## src/rtl/video_pattern_src.sv

```systemverilog
// Raster timing and 10-bit RGB test-pattern source feeding the line-buffer stage.
// Outputs are registered, one cycle behind the h/v counters; start/stop are frame-aligned.
module video_pattern_src #(
    parameter int H_ACTIVE = 1280,
    parameter int H_FP     = 110,
    parameter int H_SYNC   = 40,
    parameter int H_BP     = 220,
    parameter int V_ACTIVE = 720,
    parameter int V_FP     = 5,
    parameter int V_SYNC   = 5,
    parameter int V_BP     = 20
) (
    input  logic       clk,
    input  logic       rstn,
    input  logic       i_enable,
    input  logic [1:0] i_pattern_sel,
    output logic       o_vsync,
    output logic       o_hsync,
    output logic       o_de,
    output logic [9:0] o_r_data,
    output logic [9:0] o_g_data,
    output logic [9:0] o_b_data,
    output logic       o_frame_start,
    output logic       o_busy
);

    localparam logic [11:0] HA       = 12'(H_ACTIVE);
    localparam logic [11:0] HS_BEG   = 12'(H_ACTIVE + H_FP);
    localparam logic [11:0] HS_END   = 12'(H_ACTIVE + H_FP + H_SYNC);
    localparam logic [11:0] H_LAST   = 12'(H_ACTIVE + H_FP + H_SYNC + H_BP - 1);
    localparam logic [11:0] VA       = 12'(V_ACTIVE);
    localparam logic [11:0] VS_BEG   = 12'(V_ACTIVE + V_FP);
    localparam logic [11:0] VS_END   = 12'(V_ACTIVE + V_FP + V_SYNC);
    localparam logic [11:0] V_LAST   = 12'(V_ACTIVE + V_FP + V_SYNC + V_BP - 1);
    localparam logic [11:0] BAR_LAST = 12'(H_ACTIVE / 8 - 1);

    typedef enum logic [1:0] {IDLE, RUN, STOP_PEND} state_t;

    state_t      state_q, state_d;
    logic [11:0] h_q, h_d, v_q, v_d;
    logic [9:0]  frame_q, frame_d;
    logic [1:0]  pat_q, pat_d;
    logic [11:0] bar_px_q, bar_px_d;
    logic [2:0]  bar_idx_q, bar_idx_d;

    logic       vsync_q, vsync_d, hsync_q, hsync_d, de_q, de_d;
    logic       fs_q, fs_d, busy_q, busy_d;
    logic [9:0] r_q, r_d, g_q, g_d, b_q, b_d;

    logic       active, h_last, frame_last;
    logic [1:0] pat_eff;
    logic [2:0] bar_rgb;

    assign active     = (state_q != IDLE);
    assign h_last     = (h_q == H_LAST);
    assign frame_last = h_last && (v_q == V_LAST);
    // The selector is sampled live on pixel (0,0) so the whole frame uses one pattern.
    assign pat_eff    = (h_q == 12'd0 && v_q == 12'd0) ? i_pattern_sel : pat_q;
    assign bar_rgb    = {~bar_idx_q[1], ~bar_idx_q[2], ~bar_idx_q[0]};

    always_ff @(posedge clk or negedge rstn) begin
        if (!rstn) state_q <= IDLE;
        else       state_q <= state_d;
    end

    always_comb begin
        state_d = state_q;
        case (state_q)
            IDLE:      if (i_enable) state_d = RUN;
            RUN:       if (!i_enable) state_d = STOP_PEND;
            STOP_PEND: if (i_enable) state_d = RUN;
                       else if (frame_last) state_d = IDLE;
            default:   state_d = IDLE;
        endcase
    end

    always_comb begin
        h_d       = 12'd0;
        v_d       = 12'd0;
        frame_d   = frame_q;
        pat_d     = pat_q;
        bar_px_d  = 12'd0;
        bar_idx_d = 3'd0;
        if (active) begin
            pat_d = pat_eff;
            h_d   = h_last ? 12'd0 : h_q + 12'd1;
            v_d   = h_last ? ((v_q == V_LAST) ? 12'd0 : v_q + 12'd1) : v_q;
            if (frame_last) frame_d = frame_q + 10'd1;
            // Bar index tracks h with a width counter instead of a divide.
            if (!h_last) begin
                if (bar_px_q == BAR_LAST) begin
                    bar_idx_d = bar_idx_q + 3'd1;
                end else begin
                    bar_px_d  = bar_px_q + 12'd1;
                    bar_idx_d = bar_idx_q;
                end
            end
        end
    end

    always_comb begin
        vsync_d = 1'b0;
        hsync_d = 1'b0;
        de_d    = 1'b0;
        fs_d    = 1'b0;
        busy_d  = 1'b0;
        r_d     = 10'd0;
        g_d     = 10'd0;
        b_d     = 10'd0;
        if (active) begin
            busy_d  = 1'b1;
            de_d    = (h_q < HA) && (v_q < VA);
            hsync_d = (h_q >= HS_BEG) && (h_q < HS_END);
            vsync_d = (v_q >= VS_BEG) && (v_q < VS_END);
            fs_d    = (h_q == 12'd0) && (v_q == 12'd0);
            if (de_d) begin
                case (pat_eff)
                    2'd0: begin
                        r_d = {10{bar_rgb[2]}};
                        g_d = {10{bar_rgb[1]}};
                        b_d = {10{bar_rgb[0]}};
                    end
                    2'd1: begin
                        r_d = h_q[9:0];
                        g_d = h_q[9:0];
                        b_d = h_q[9:0];
                    end
                    2'd2: begin
                        r_d = {10{~(h_q[3] ^ v_q[3])}};
                        g_d = {10{~(h_q[3] ^ v_q[3])}};
                        b_d = {10{~(h_q[3] ^ v_q[3])}};
                    end
                    default: begin
                        r_d = h_q[9:0];
                        g_d = v_q[9:0];
                        b_d = frame_q;
                    end
                endcase
            end
        end
    end

    always_ff @(posedge clk or negedge rstn) begin
        if (!rstn) begin
            h_q       <= 12'd0;
            v_q       <= 12'd0;
            frame_q   <= 10'd0;
            pat_q     <= 2'd0;
            bar_px_q  <= 12'd0;
            bar_idx_q <= 3'd0;
            vsync_q   <= 1'b0;
            hsync_q   <= 1'b0;
            de_q      <= 1'b0;
            fs_q      <= 1'b0;
            busy_q    <= 1'b0;
            r_q       <= 10'd0;
            g_q       <= 10'd0;
            b_q       <= 10'd0;
        end else begin
            h_q       <= h_d;
            v_q       <= v_d;
            frame_q   <= frame_d;
            pat_q     <= pat_d;
            bar_px_q  <= bar_px_d;
            bar_idx_q <= bar_idx_d;
            vsync_q   <= vsync_d;
            hsync_q   <= hsync_d;
            de_q      <= de_d;
            fs_q      <= fs_d;
            busy_q    <= busy_d;
            r_q       <= r_d;
            g_q       <= g_d;
            b_q       <= b_d;
        end
    end

    assign o_vsync       = vsync_q;
    assign o_hsync       = hsync_q;
    assign o_de          = de_q;
    assign o_frame_start = fs_q;
    assign o_busy        = busy_q;
    assign o_r_data      = r_q;
    assign o_g_data      = g_q;
    assign o_b_data      = b_q;

endmodule

```

## config.mk

```make
export PLATFORM = sky130hd
export DESIGN_NAME = video_pattern_src
export DESIGN_NICKNAME = d
export VERILOG_FILES = /design/src/rtl/video_pattern_src.sv
export SDC_FILE = /design/constraint.sdc
export NUM_CORES = 1
export LEC_CHECK = 0
export BUFFER_PORTS_ARGS = -buffer_cell sky130_fd_sc_hd__buf_2
export CAP_MARGIN = 20
export CORE_MARGIN = 2
export CORE_UTILIZATION = 50
export CTS_CLUSTER_SIZE = 25
export DETAILED_ROUTE_END_ITERATION = 12
export PLACE_DENSITY = 0.8
export SYNTH_ARGS = -nofsm -noshare
export SYNTH_HDL_FRONTEND = slang
export SYNTH_SLANG_ARGS = --single-unit
export TNS_END_PERCENT = 30
```

## constraint.sdc

```tcl
create_clock -name clk -period 3.7 [get_ports clk]
set_input_delay 0.74 -clock clk [delete_from_list [all_inputs] [get_ports clk]]
set_output_delay 0.74 -clock clk [all_outputs]
set_load 0.05 [all_outputs]
```

==> results.txt <==
----------------------------------------------------
[Outcome]
  Outcome ... complete, no violations

[Synth]
  Yosys warns ... 0
  Area leader, netlist ... sky130_fd_sc_hd__dfrtp_1
  Cell area after technology mapping ... 4260 sq um
  Fraction of the yosys area taken by sequential cells ... 51.7%
  Post-synthesis adder-cell area fraction ... under 10%
  Dominant combinational cell family by area after synthesis ... simple AND/OR/NAND/NOR gates
  Async SR Flop Fraction ... 100%
  EDFF count, synth ... 0
  Fraction of synthesized cell area in xor and xnor cells ... ~8.4%
  Net Count, Synth ... about 410
  Mapped Cells ... 390
  Top_reg_cell synth ... sky130_fd_sc_hd__dfrtp_1
  Synthesized area per cell ... between 10 and 15 sq um
  Synthesis-stage register bit count ... 88
  Largest cells by area after synthesis ... sky130_fd_sc_hd__dfrtp_1 52%, sky130_fd_sc_hd__xor2_1 6.4%, sky130_fd_sc_hd__o221a_2 4.5%, sky130_fd_sc_hd__nor2_1 4.2%, sky130_fd_sc_hd__o21a_1 3.5%
  Synth cell types ... 49
  Simple logic cell fraction of the synthesized area ... 18.4%
  Synthesized-area fraction occupied by ao, oa, aoi and oai cells ... 11.7%
  Multiplexer share of the synthesized area ... 3.23%
  Fraction of synthesized cell area taken by the top area cell type ... between 50 and 60%

[Placed design]
  Weighted congestion at the end of routability-driven global placement ... 0.886
  Final HPWL from detailed placement ... 6060 um
  Number of buffer cells added on primary ports ... 39

[Power]
  Max rail drop VDD ... 265 uV
  Design Power ... 3.36 mW
  Leakage power summed over all cells ... 2.27 nW
  Total power density per cell area ... between 700 and 800 nW/um^2

[Drt]
  Detailed-route via count ... about 3,000
  Routed wire per std cell ... 16.5 um
  Count of unresolved DRC violations after routing ... 0
  Remaining antenna violation count after routing ... 0
  Total length of routed wires ... roughly 8800 um
  Count of TritonRoute iterations in the first routing pass ... 5
  Drt first-iter violations ... 216
  Average via count per standard cell ... a little under 6

[STA]
  Worst-margin pin slew ... 714 ps
  Unrepaired setup endpoints after global routing ... no
  Final critical-path required period ... 2860 ps
  Highest clock rate ... 0.349 GHz
  Hold violation total from the final report ... 0
  Worst-case clock skew ... about 12 ps
  TNS Setup ... 0 ps
  Final clock period utilization by the worst path ... 77.4%
  Number of max-slew violations in the final report ... 0
  Slew margin rel. ... between 50% and 60%
  Count of endpoints failing setup in the final report ... 0

[Clock network]
  # Post-CTS Setup Buffers ... 0
  # H-tree levels ... 3
  Worst skew pair latency ... 370 ps
  CTS max path bufs ... 2
  TritonCTS clock tree ... done
  Count of cells resized by post-cts repair ... 0
  CTS sink cnt ... 88
  Number of buffers created by CTS ... 9
  Hold buffers post-CTS ... 0
  Clock slew at the register clock pins of the worst setup and hold paths ... 100 ps
  Root Driver ... sky130_fd_sc_hd__clkbuf_8

[Final layout]
  Fillcell total ... 697
  Net count, final ... 436
  Layout cell share with drive strength beyond 1 ... a little under a quarter
  Area growth from synthesis to layout ... 11.0%
  Total inserted antenna cells ... 0

[Die]
  Die height ... 96.3 um
  Initial Util ... approximately 52%
  Horiz. Die Dim ... roughly 96 um
  Floorplan die area ... 9280 sq um
  Count of standard-cell rows ... 33
  Top-level port count ... 40
  Floorplan core area ... 8260 sq um

[Worst setup path]
  Cell breakdown of the critical path ... inv_1 -> ha_1 -> nor4b_1 -> nand3_1 -> nor4_4 -> mux2_2 -> o21ai_2 -> o221a_2
  Largest incremental delay on the critical path ... 550 ps
  Worst Path Max Fanout ... 22
  Data required time of the worst path ... 3960 ps
  Crit path launch type ... register
  Endpoint type of the worst setup path ... register
  Slowest library cell on the worst path ... sky130_fd_sc_hd__mux2_2
  CP arrival ... 3120 ps
  Type of the worst setup path ... reg -> reg

[Global routing]
  Antenna violations before repair ... 0
  Vias in the first global route ... between 2,000 and 3,000
  Global-route wire length before repair ... 14,500 um
  Overflow left after global routing ... 0
  Total routing resource utilization after global routing ... between 20 and 25%
  Pin count of the biggest net entering global routing ... 89

[Run]
  Number of max-cap violations ... 0

[Worst hold path]
  Path category of the worst min-delay check ... in -> async

----------------------------------------------------
==> critical path: cells and delay by family, from the launching register on <==
| kind | cells | cell delay (ps) |
|---|---|---|
| adders and majority gates | 1 | 180 |
| and+or+nand+nor | 3 | 810 |
| AOI/OAI and AO/OA | 2 | 570 |
| buffers and inverters | 1 | 160 |
| DFF | 1 | 470 |
| muxes | 1 | 550 |
==> cell type report <==
cell class                 instances  area [sq um]  area share, %
inverter                          10          37.5          0.793
clock buffer                       9           124           2.62
clock inverter                     7          71.3           1.51
sequential                        88          2200           46.5
timing repair buffer              44           255           5.39
multi-input combinational        268          1910           40.4
tap                              105           131           2.78
==> power by group <==
group / switching [mW] / internal (mW) / total, mW
logic: 1.02 / 0.454 / 1.47
clock network: 0.382 / 0.266 / 0.648
registers: 0.0987 / 1.15 / 1.25
==> final timing paths <==
kind	from	end	slack (ps)	cells after the start
worst max-delay path	v_q[0]$_DFFE_PN0P_	o_g_data[7]$_DFF_PN0_	840	8
min in group clk	frame_q[9]$_DFFE_PN0P_	frame_q[9]$_DFFE_PN0P_	490	1
worst min-delay path	rstn	o_b_data[6]$_DFF_PN0_	280	1
worst min register to register	frame_q[9]$_DFFE_PN0P_	frame_q[9]$_DFFE_PN0P_	490	1
max in group asynchronous	rstn	o_frame_start$_DFF_PN0_	2790	2
worst max register to register	v_q[0]$_DFFE_PN0P_	o_g_data[7]$_DFF_PN0_	840	8
==> routing by layer <==
layer	vias up	track usage, %	share of wire (%)	wire length, um
met5	-	0	0	0
met4	0	8.80	1.7	151
met3	15	5.56	7.7	679
met2	112	30.5	45	3940
met1	1520	28.6	46	4000
li1	1427	-	-	-
==> registers in the layout, indices dropped and copies added, names as in the netlist, 2 cells and up <==
register and flops:
bar_idx_q 3, bar_px_q 12, frame_q 10, h_q 12, o_b_data 10, o_g_data 10, o_r_data 10, pat_q 2
state_q 2, v_q 12
==> synth_stat cells, types with 2 or more instances <==
cell	number
sky130_fd_sc_hd__xor2_1	31
sky130_fd_sc_hd__mux2_2	6
sky130_fd_sc_hd__o21a_1	20
sky130_fd_sc_hd__clkbuf_1	12
sky130_fd_sc_hd__o221a_1	3
sky130_fd_sc_hd__or3_1	3
sky130_fd_sc_hd__o21ai_2	2
sky130_fd_sc_hd__inv_1	10
sky130_fd_sc_hd__mux2i_1	7
sky130_fd_sc_hd__nor4_1	6
sky130_fd_sc_hd__nor4b_1	2
sky130_fd_sc_hd__and3_1	10
sky130_fd_sc_hd__buf_1	2
sky130_fd_sc_hd__o221a_2	17
sky130_fd_sc_hd__nand2_1	22
sky130_fd_sc_hd__a21oi_1	4
sky130_fd_sc_hd__nor2_1	48
sky130_fd_sc_hd__buf_6	3
sky130_fd_sc_hd__nand4b_1	2
sky130_fd_sc_hd__dfrtp_1	88
sky130_fd_sc_hd__nand3b_1	3
sky130_fd_sc_hd__nor2_2	3
sky130_fd_sc_hd__or2_2	2
sky130_fd_sc_hd__ha_1	10
sky130_fd_sc_hd__nor3_1	3
sky130_fd_sc_hd__o21ai_0	5
sky130_fd_sc_hd__nand4_1	7
sky130_fd_sc_hd__xnor2_1	10
sky130_fd_sc_hd__nand3_1	24
sky130_fd_sc_hd__buf_2	6
==> kinds of logic after synthesis <==
group / count (synthesis)
mux: 13
fa+ha+maj: 10
flops: 88
compound gates: 58
simple gates: 146
xor+xnor: 41
buf+inv: 34
==> per-stage QoR <==
stage                     hold slack (ps)  setup slack [ps]  std cells  area [sq um]  util [%]
after floorplan                       443              1280        390          4260         -
after global placement                458              1100        514          4510      54.6
after detailed placement              472               880        514          4510      54.6
after CTS                             488               869        530          4710      57.0
after global routing                  297               636        531          4730      57.3
final                                 282               838        531          4730      57.3
==> cells in the final DEF (no fill, tap or decap), types with 6 or more instances in the layout <==
cell / instances
sky130_fd_sc_hd__nor2_1: 48
sky130_fd_sc_hd__o221a_2: 17
sky130_fd_sc_hd__nand2_1: 22
sky130_fd_sc_hd__mux2_2: 6
sky130_fd_sc_hd__xor2_1: 31
sky130_fd_sc_hd__xnor2_1: 10
sky130_fd_sc_hd__mux2i_1: 7
sky130_fd_sc_hd__inv_1: 10
sky130_fd_sc_hd__ha_1: 10
sky130_fd_sc_hd__and3_1: 10
sky130_fd_sc_hd__nor4_1: 6
sky130_fd_sc_hd__o21a_1: 20
sky130_fd_sc_hd__buf_2: 38
sky130_fd_sc_hd__nand3_1: 24
sky130_fd_sc_hd__nand4_1: 7
sky130_fd_sc_hd__clkbuf_8: 9
sky130_fd_sc_hd__dfrtp_1: 88
(Power assumes the default switching activity.)
